<file path="config.mk">
export PLATFORM = sky130hd
export DESIGN_NAME = batt_mon
export DESIGN_NICKNAME = d
export VERILOG_FILES = /design/src/rtl/batt_mon.sv
export SDC_FILE = /design/constraint.sdc
export NUM_CORES = 1
export LEC_CHECK = 0
export ABC_AREA = 0
export BUFFER_PORTS_ARGS = -buffer_cell sky130_fd_sc_hd__buf_2
export CAP_MARGIN = 20
export CORE_AREA = 2 2 99 101
export CTS_CLUSTER_DIAMETER = 30
export DETAILED_ROUTE_END_ITERATION = 10
export DIE_AREA = 0 0 101 103
export PLACE_DENSITY = 0.8
export RECOVER_POWER = 100
export SETUP_SLACK_MARGIN = 0.3
export SYNTH_ARGS = -nofsm -noshare
export SYNTH_HDL_FRONTEND = slang
export SYNTH_SLANG_ARGS = --single-unit
export TNS_END_PERCENT = 20
</file>
<file path="constraint.sdc">
create_clock -name clk -period 6.9 [get_ports clk]
set_clock_uncertainty 0.15 [all_clocks]
set_input_delay 1.38 -clock clk [delete_from_list [all_inputs] [get_ports clk]]
set_output_delay 1.38 -clock clk [all_outputs]
set_load 0.02 [all_outputs]
</file>
<file path="src/rtl/batt_mon.sv">
// Battery monitor: periodic / on-demand A2D conversions, 4-tap moving average,
// low (with hysteresis), sticky critical and sticky conversion-timeout flags.
//
// state | meaning
// IDLE  | waiting for period timer terminal count or a pending request
// CNV   | one-cycle strt_cnv pulse, timeout counter restarted
// WAIT  | waiting for cnv_cmplt or conversion timeout
// UPDT  | avg_vld pulse; filter and flags already hold the new result
module batt_mon #(
   parameter int         PERIOD_W = 20,
   parameter int         TMO_W    = 10,
   parameter logic [7:0] THR_LOW  = 8'hC0,
   parameter logic [7:0] THR_CRIT = 8'hA8,
   parameter logic [7:0] HYST     = 8'h04
) (
   input  logic        clk,
   input  logic        rst_n,
   input  logic        cnv_cmplt,
   input  logic [11:0] res,
   input  logic        meas_req,
   output logic        strt_cnv,
   output logic [7:0]  batt_avg,
   output logic        avg_vld,
   output logic        low_batt,
   output logic        crit_batt,
   output logic        a2d_err
);

   typedef enum logic [1:0] {IDLE, CNV, WAIT, UPDT} state_t;

   localparam logic [8:0] THR_REL = {1'b0, THR_LOW} + {1'b0, HYST};

   state_t              state_q, state_d;
   logic [PERIOD_W-1:0] per_cnt;
   logic [TMO_W-1:0]    tmo_cnt;
   logic                pending;
   logic                have_smpl;
   logic [11:0]         tap0, tap1, tap2, tap3;
   logic [13:0]         sum_q, sum_nxt;
   logic [7:0]          avg_nxt;
   logic                low_nxt;
   logic                cnv_go, smpl_take, tmo_hit;

   assign cnv_go    = (state_q == IDLE) && ((&per_cnt) || pending);
   assign smpl_take = (state_q == WAIT) && cnv_cmplt;
   assign tmo_hit   = (state_q == WAIT) && !cnv_cmplt && (&tmo_cnt);

   assign strt_cnv = (state_q == CNV);
   assign avg_vld  = (state_q == UPDT);
   assign batt_avg = sum_q[13:6];

   always_comb begin
      state_d = state_q;
      case (state_q)
         IDLE: if (cnv_go) state_d = CNV;
         CNV:  state_d = WAIT;
         WAIT: begin
            if (cnv_cmplt)
               state_d = UPDT;
            else if (&tmo_cnt)
               state_d = IDLE;
         end
         UPDT: state_d = IDLE;
         default: state_d = IDLE;
      endcase
   end

   // The first sample preloads all taps, so the sum starts at 4*res.
   always_comb begin
      sum_nxt = {res, 2'b00};
      if (have_smpl)
         sum_nxt = sum_q + {2'b00, res} - {2'b00, tap3};
      avg_nxt = sum_nxt[13:6];
      low_nxt = low_batt;
      if (avg_nxt < THR_LOW)
         low_nxt = 1'b1;
      else if ({1'b0, avg_nxt} >= THR_REL)
         low_nxt = 1'b0;
   end

   always_ff @(posedge clk or negedge rst_n) begin
      if (!rst_n) begin
         state_q <= IDLE;
         per_cnt <= '0;
         tmo_cnt <= '0;
         pending <= 1'b0;
      end else begin
         state_q <= state_d;
         per_cnt <= cnv_go ? '0 : per_cnt + 1'b1;
         tmo_cnt <= cnv_go ? '0 : tmo_cnt + 1'b1;
         // A request coinciding with CNV entry is kept rather than lost.
         if (meas_req)
            pending <= 1'b1;
         else if (cnv_go)
            pending <= 1'b0;
      end
   end

   // Filter and flags load on the cnv_cmplt edge so they are valid alongside avg_vld.
   always_ff @(posedge clk or negedge rst_n) begin
      if (!rst_n) begin
         have_smpl <= 1'b0;
         tap0      <= '0;
         tap1      <= '0;
         tap2      <= '0;
         tap3      <= '0;
         sum_q     <= '0;
         low_batt  <= 1'b0;
         crit_batt <= 1'b0;
         a2d_err   <= 1'b0;
      end else begin
         if (smpl_take) begin
            have_smpl <= 1'b1;
            tap0      <= res;
            tap1      <= have_smpl ? tap0 : res;
            tap2      <= have_smpl ? tap1 : res;
            tap3      <= have_smpl ? tap2 : res;
            sum_q     <= sum_nxt;
            low_batt  <= low_nxt;
            if (avg_nxt < THR_CRIT)
               crit_batt <= 1'b1;
         end
         if (tmo_hit)
            a2d_err <= 1'b1;
      end
   end

endmodule

</file>
After elaboration in Yosys (flattened, before gate mapping)
Index checks and enable logic that the tools add are counted.
Widths: inputs -> output; s select.
{"block": "word_totals", "word_cells": 53, "out_inout_bits": 13, "regBits": 99}
{"block": "op_classes", "reduce_logical": 14, "mux": 14, "eq_ne": 5, "n_addsub": 4, "n_lt_le_gt_ge": 3}
{"operator": "$mux 12", "count": 3}
{"operator": "$add 20x1->20 const B", "count": 1}
{"operator": "$mux 20", "count": 1}
{"operator": "$reduce_and 20->1", "count": 1}
{"operator": "$lt 8x8->1 const B", "count": 2}
{"operator": "$add 14x12->14", "count": 1}
{"operator": "$mux 14", "count": 1}
{"operator": "$sub 14x12->14", "count": 1}
{"operator": "$add 10x1->10 const B", "count": 1}
{"operator": "$mux 10", "count": 1}
{"operator": "$reduce_and 10->1", "count": 1}
{"operator": "$ge 8x8->1 const B", "count": 1}
{"operator": "$pmux 2 s4", "count": 1}
{"operator": "$mux 2", "count": 3}
{"operator": "$reduce_and 2->1", "count": 3}
{"operator": "$eq 2x2->1 const B", "count": 2}
{"operator": "$logic_and 1x1->1", "count": 4}
{"operator": "$mux 1", "count": 4}
{"operator": "$reduce_bool 2->1", "count": 2}
{"operator": "$ne 3x2->1 const B", "count": 1}
{"operator": "$eq 2x1->1 const B", "count": 1}
{"operator": "$logic_not 2->1", "count": 1}
{"operator": "$ne 2x2->1 const B", "count": 1}
{"operator": "$logic_not 1->1", "count": 1}
{"operator": "$logic_or 1x1->1", "count": 1}

Depth between registers and ports, before layout
{"block": "logic_depth", "ltp_word": 6, "ltp_mapped": 12}

Worst setup path before layout
Ideal clock, no wire load.
{"block": "synth_timing", "kind": "input -> register", "startpoint": "input port res[1]", "endpoint": "register crit_batt", "required_time_ns": 6.623, "stages": 11, "setup_ns": 0.127, "path_slack_ns": 2.954, "arrival_ns": 3.669, "path_buffers": 0, "cell_sequence": "inv_1 fa_1 inv_1 fa_1 a211oi_1 nor3_1 or3_1 o311ai_1 a211oi_1 o211ai_1 nand3b_1"}
{"block": "synth_between", "elab_chain_cells": 5}
{"element": "start: declaration", "line": "19", "text": "input logic [11:0] res,"}
{"element": "$add 14x12->14", "line": "72", "text": "sum_nxt = sum_q + {2'b00, res} - {2'b00, tap3};"}
{"element": "$sub 14x12->14", "line": "72"}
{"element": "$mux 14", "line": "71", "text": "if (have_smpl)"}
{"element": "$lt 8x8->1", "line": "120", "text": "if (avg_nxt < THR_CRIT)"}
{"element": "$reduce_and 2->1 (no line)"}
{"element": "end signal: assignment", "line": "109", "text": "crit_batt <= 1'b0;"}
{"element": "end signal: assignment", "line": "121", "text": "crit_batt <= 1'b1;"}
{"element": "end: declaration", "line": "25", "text": "output logic crit_batt,"}
No other way between the ends.
A chain may end at the register's enable or synchronous reset.

Worst setup path in the final report
{"block": "layout_timing", "startpoint": "input port cnv_cmplt", "endpoint": "register low_batt"}
{"block": "layout_between", "elab_chain_cells": 2}
{"element": "start: declaration", "line": "18", "text": "input logic cnv_cmplt,"}
{"element": "$logic_and 1x1->1", "line": "45", "text": "assign smpl_take = (state_q == WAIT) && cnv_cmplt;"}
{"element": "$reduce_and 2->1 (no line)"}
{"element": "end signal: assignment", "line": "119", "text": "low_batt <= low_nxt;"}
{"element": "end: declaration", "line": "24", "text": "output logic low_batt,"}
No other way between the ends.

==> impl_metrics.xml <==
<?xml version="1.0" encoding="UTF-8"?>
<metrics>
  <group name="status">
    <metric name="status" unit="">finished, violations left</metric>
    <metric name="violations_in_the_final_reports" unit="">max-capacitance violations, max-slew violations</metric>
  </group>
  <group name="yosys">
    <metric name="post_synth_and_or_nand_nor_area_fraction" unit="">0.158</metric>
    <metric name="ys_seq_elements" unit="">99</metric>
    <metric name="syn_nets" unit="">614</metric>
    <metric name="synth_cell_types" unit="">41</metric>
    <metric name="combinational_family_with_the_most_area_after_synthesis" unit="">simple AND/OR/NAND/NOR gates</metric>
    <metric name="synth_area_per_cell" unit="sq um">9.19</metric>
    <metric name="number_of_synthesized_flops_with_an_enable_pin" unit="">0</metric>
    <metric name="synth.cell_area" unit="sq mm">0.00524</metric>
    <metric name="synth_top_cell_area_share" unit="">0.473</metric>
    <metric name="yosysTopAreaCell" unit="">sky130_fd_sc_hd__dfrtp_1</metric>
    <metric name="ys_dominant_reg_cell" unit="">sky130_fd_sc_hd__dfrtp_1</metric>
    <metric name="yosys_warnings" unit="">0</metric>
    <metric name="synth.mux.area_fraction" unit="">0.00430</metric>
    <metric name="synth_fa_ha_area_frac" unit="">0.0840</metric>
    <metric name="sequential_share_of_the_synthesized_area" unit="">0.473</metric>
    <metric name="compound_gate_fraction_of_synth_area" unit="">0.152</metric>
    <metric name="synth_cells" unit="">570</metric>
    <metric name="synth_xor_area_frac" unit="">0.0585</metric>
    <metric name="netlist_top_cells_area" unit="">sky130_fd_sc_hd__dfrtp_1 (47%), sky130_fd_sc_hd__o21ai_0 (5.7%), sky130_fd_sc_hd__a21oi_1 (5.5%)</metric>
    <metric name="ys_async_sr_fraction" unit="">1.00</metric>
  </group>
  <group name="critical_path">
    <metric name="end_kind" unit="">flip-flop</metric>
    <metric name="crit_path_start_kind" unit="">input pin</metric>
    <metric name="critPathMaxFanout" unit="">118</metric>
    <metric name="worst-endpoint-arrival" unit="ns">4.52</metric>
    <metric name="worst-setup-path-type" unit="">in2reg</metric>
    <metric name="required" unit="ns">6.97</metric>
  </group>
  <group name="timing">
    <metric name="final_setup_fails" unit="">0</metric>
    <metric name="layout_min_cycle_time" unit="ns">4.45</metric>
    <metric name="fin_worst_hold_slack" unit="ns">0.305</metric>
    <metric name="grt_setup_unrepaired" unit="">false</metric>
    <metric name="timing.slew.headroom" unit="">-1.03</metric>
    <metric name="tightestPinTransition" unit="ns">3.04</metric>
    <metric name="totalNegativeSetupSlack" unit="ns">0</metric>
    <metric name="finalHoldViolCount" unit="">0</metric>
    <metric name="fin_crit_sh" unit="">0.645</metric>
    <metric name="fmaxAchievable" unit="MHz">225</metric>
    <metric name="timing.final.max_slew_violations" unit="">221</metric>
  </group>
  <group name="placed_design">
    <metric name="io_buffers" unit="">28</metric>
    <metric name="post-dp-hpwl" unit="um">6710</metric>
    <metric name="gpl.final_weighted_congestion" unit="">0.873</metric>
  </group>
  <group name="layout">
    <metric name="final_core_utilization" unit="">0.581</metric>
    <metric name="finish.net_count" unit="">625</metric>
    <metric name="layout.filler_cells" unit="">834</metric>
    <metric name="drive_gt1_frac" unit="">0.0614</metric>
    <metric name="area_growth" unit="%">4.97</metric>
    <metric name="diodes" unit="">0</metric>
  </group>
  <group name="cts">
    <metric name="tritoncts_num_sinks" unit="">99</metric>
    <metric name="post_cts_buffers" unit="">0</metric>
    <metric name="cts_max_level" unit="">3</metric>
    <metric name="tritoncts" unit="">done</metric>
    <metric name="cts_made_buffers" unit="">9</metric>
    <metric name="cts_root_buf" unit="">sky130_fd_sc_hd__clkbuf_8</metric>
    <metric name="cts-resized-gates" unit="">0</metric>
    <metric name="clkTransAtPathRegs" unit="ns">0.09</metric>
    <metric name="clock_latency" unit="ns">0.38</metric>
    <metric name="clk_path_buf_depth" unit="">2</metric>
    <metric name="hold_buffers_post_cts" unit="">0</metric>
  </group>
  <group name="routing">
    <metric name="first_pass_detailed_route_iteration_total" unit="">4</metric>
    <metric name="drt-vias-per-instance" unit="">5.46</metric>
    <metric name="route.final.wire_length" unit="um">9560</metric>
    <metric name="drt_iter0_drc" unit="">132</metric>
    <metric name="wire_per_inst" unit="um">13.7</metric>
    <metric name="detailroute.via_count" unit="">3823</metric>
    <metric name="drc" unit="">0</metric>
    <metric name="postRouteAntennaNets" unit="">0</metric>
  </group>
  <group name="run">
    <metric name="drv.max_cap_violation_count" unit="">3</metric>
  </group>
  <group name="pwr">
    <metric name="power_density" unit="mW/mm^2">475</metric>
    <metric name="ir_worst_vdd" unit="uV">273</metric>
    <metric name="power.static_leakage" unit="nW">2.58</metric>
  </group>
  <group name="die">
    <metric name="fp.dieH" unit="um">103</metric>
    <metric name="design.portCount" unit="">29</metric>
    <metric name="num_rows" unit="">36</metric>
    <metric name="fp.dieW" unit="um">101</metric>
    <metric name="floorplan.initialDensity" unit="">0.554</metric>
    <metric name="die_area" unit="sq mm">0.0104</metric>
    <metric name="core_area" unit="sq mm">0.00946</metric>
  </group>
  <group name="global_routing">
    <metric name="globalRoute.totalOverflow" unit="">0</metric>
    <metric name="grt_max_degree" unit="">119</metric>
    <metric name="first_pass_grt_wire_length" unit="um">16500</metric>
    <metric name="grt_util_all_layers" unit="">0.201</metric>
    <metric name="antenna_found_initial" unit="">0</metric>
    <metric name="number_of_global_route_vias_before_repair" unit="">3787</metric>
  </group>
  <group name="min_path">
    <metric name="min-delay-path-class" unit="">reg2reg</metric>
  </group>
</metrics>
## layout by cell type (no fill, tap or decap), types with 6 or more instances in the layout
cell and n:
sky130_fd_sc_hd__clkbuf_1 15, sky130_fd_sc_hd__xor2_1 20, sky130_fd_sc_hd__nand4_1 6, sky130_fd_sc_hd__nor2_1 51
sky130_fd_sc_hd__nand2_1 69, sky130_fd_sc_hd__nor2b_1 7, sky130_fd_sc_hd__o21ai_0 60, sky130_fd_sc_hd__a21oi_1 58
sky130_fd_sc_hd__clkbuf_8 10, sky130_fd_sc_hd__xnor2_1 15, sky130_fd_sc_hd__and3_1 6, sky130_fd_sc_hd__nand3_1 15
sky130_fd_sc_hd__dfrtp_1 98, sky130_fd_sc_hd__ha_1 16, sky130_fd_sc_hd__fa_1 12, sky130_fd_sc_hd__inv_1 52
sky130_fd_sc_hd__buf_2 14, sky130_fd_sc_hd__a211oi_1 10
## per-layer routing
layer | share of wire | vias to the layer above | global-route usage
met2 | 0.51 | 62 | 0.356
met1 | 0.45 | 1845 | 0.240
met3 | 0.029 | 13 | 0.0481
met4 | 0.014 | 0 | 0.0717
li1 | - | 1903 | -
met5 | 0 | - | 0
## synth_stat cells, drive strengths merged, types with 3 or more instances
cell type and count:
dfrtp 99, nand2 69, o21ai 60, a21oi 58, inv 52, nor2 51, xor2 20, clkbuf 16
ha 16, buf 15, nand3 15, xnor2 15, fa 12, a211oi 10, nor2b 7, and3 6
nand4 6, and2 5, nand2b 5, nor3 5, o211ai 4, a21o 3, or3 3
## kinds of logic (layout without fill, tap and decap cells)
| group | Yosys count | in the layout |
|---|---|---|
| compound gates | 145 | 145 |
| xor+xnor | 35 | 35 |
| fa+ha+maj | 28 | 28 |
| buf+inv | 83 | 99 |
| flops | 99 | 99 |
| mux | 2 | 2 |
| simple gates | 178 | 178 |
## final cells by class
type / instances / area [sq um] / share of cell area
clock buffers: 10 / 138 / 0.0250
clock inverters: 6 / 47.5 / 0.00864
inverters: 52 / 195 / 0.0355
multi-input cells: 388 / 2360 / 0.429
flip-flops and latches: 99 / 2480 / 0.451
well taps: 114 / 143 / 0.0259
repair buffers: 31 / 139 / 0.0253
## sequential cells by signal (all words and copies together), names as in the netlist, 2 cells and up
signal / flops
sum_q: 14
tap2: 12
tmo_cnt: 10
state_q: 2
tap0: 12
per_cnt: 20
tap3: 12
tap1: 12
## per-stage QoR
stage | power, W | worst slack, ns | instances | area [sq um]
2_1_floorplan | 0.00202 | 2.95 | 570 | 5240
3_3_place_gp | 0.00221 | 2.71 | 683 | 5380
6_report | 0.00261 | 2.45 | 700 | 5500
5_1_grt | 0.00287 | 1.93 | 700 | 5500
3_5_place_dp | 0.00227 | 2.60 | 683 | 5380
4_1_cts | 0.00264 | 2.96 | 699 | 5560
## report_power, final
group | switching (W) | internal (W) | leakage, nW
sequential | 0.000121 | 0.000774 | 1.27
clock | 0.000204 | 0.000145 | 0.0989
combinational | 0.000805 | 0.000561 | 1.22
## path summary, 6_finish.rpt
kind / start / end / slack, ns / cells after the start
setup / recovery: cnv_cmplt / low_batt / 2.45 / 5
hold / removal: per_cnt[0] / per_cnt[0] / 0.31 / 1
setup reg to reg: state_q[1] / low_batt / 2.97 / 5
hold reg to reg: per_cnt[0] / per_cnt[0] / 0.31 / 1
max in group asynchronous: rst_n / have_smpl / 2.81 / 2
min in group asynchronous: rst_n / sum_q[13] / 1.33 / 1
## worst max-delay path, stage by stage
cell and delay, ns:
sky130_fd_sc_hd__clkbuf_1 0.11, sky130_fd_sc_hd__nand2_1 2.16, sky130_fd_sc_hd__nor2_1 0.33, sky130_fd_sc_hd__a22oi_1 0.34, sky130_fd_sc_hd__nand3_1 0.15
Power figures use the tool's default switching activity.
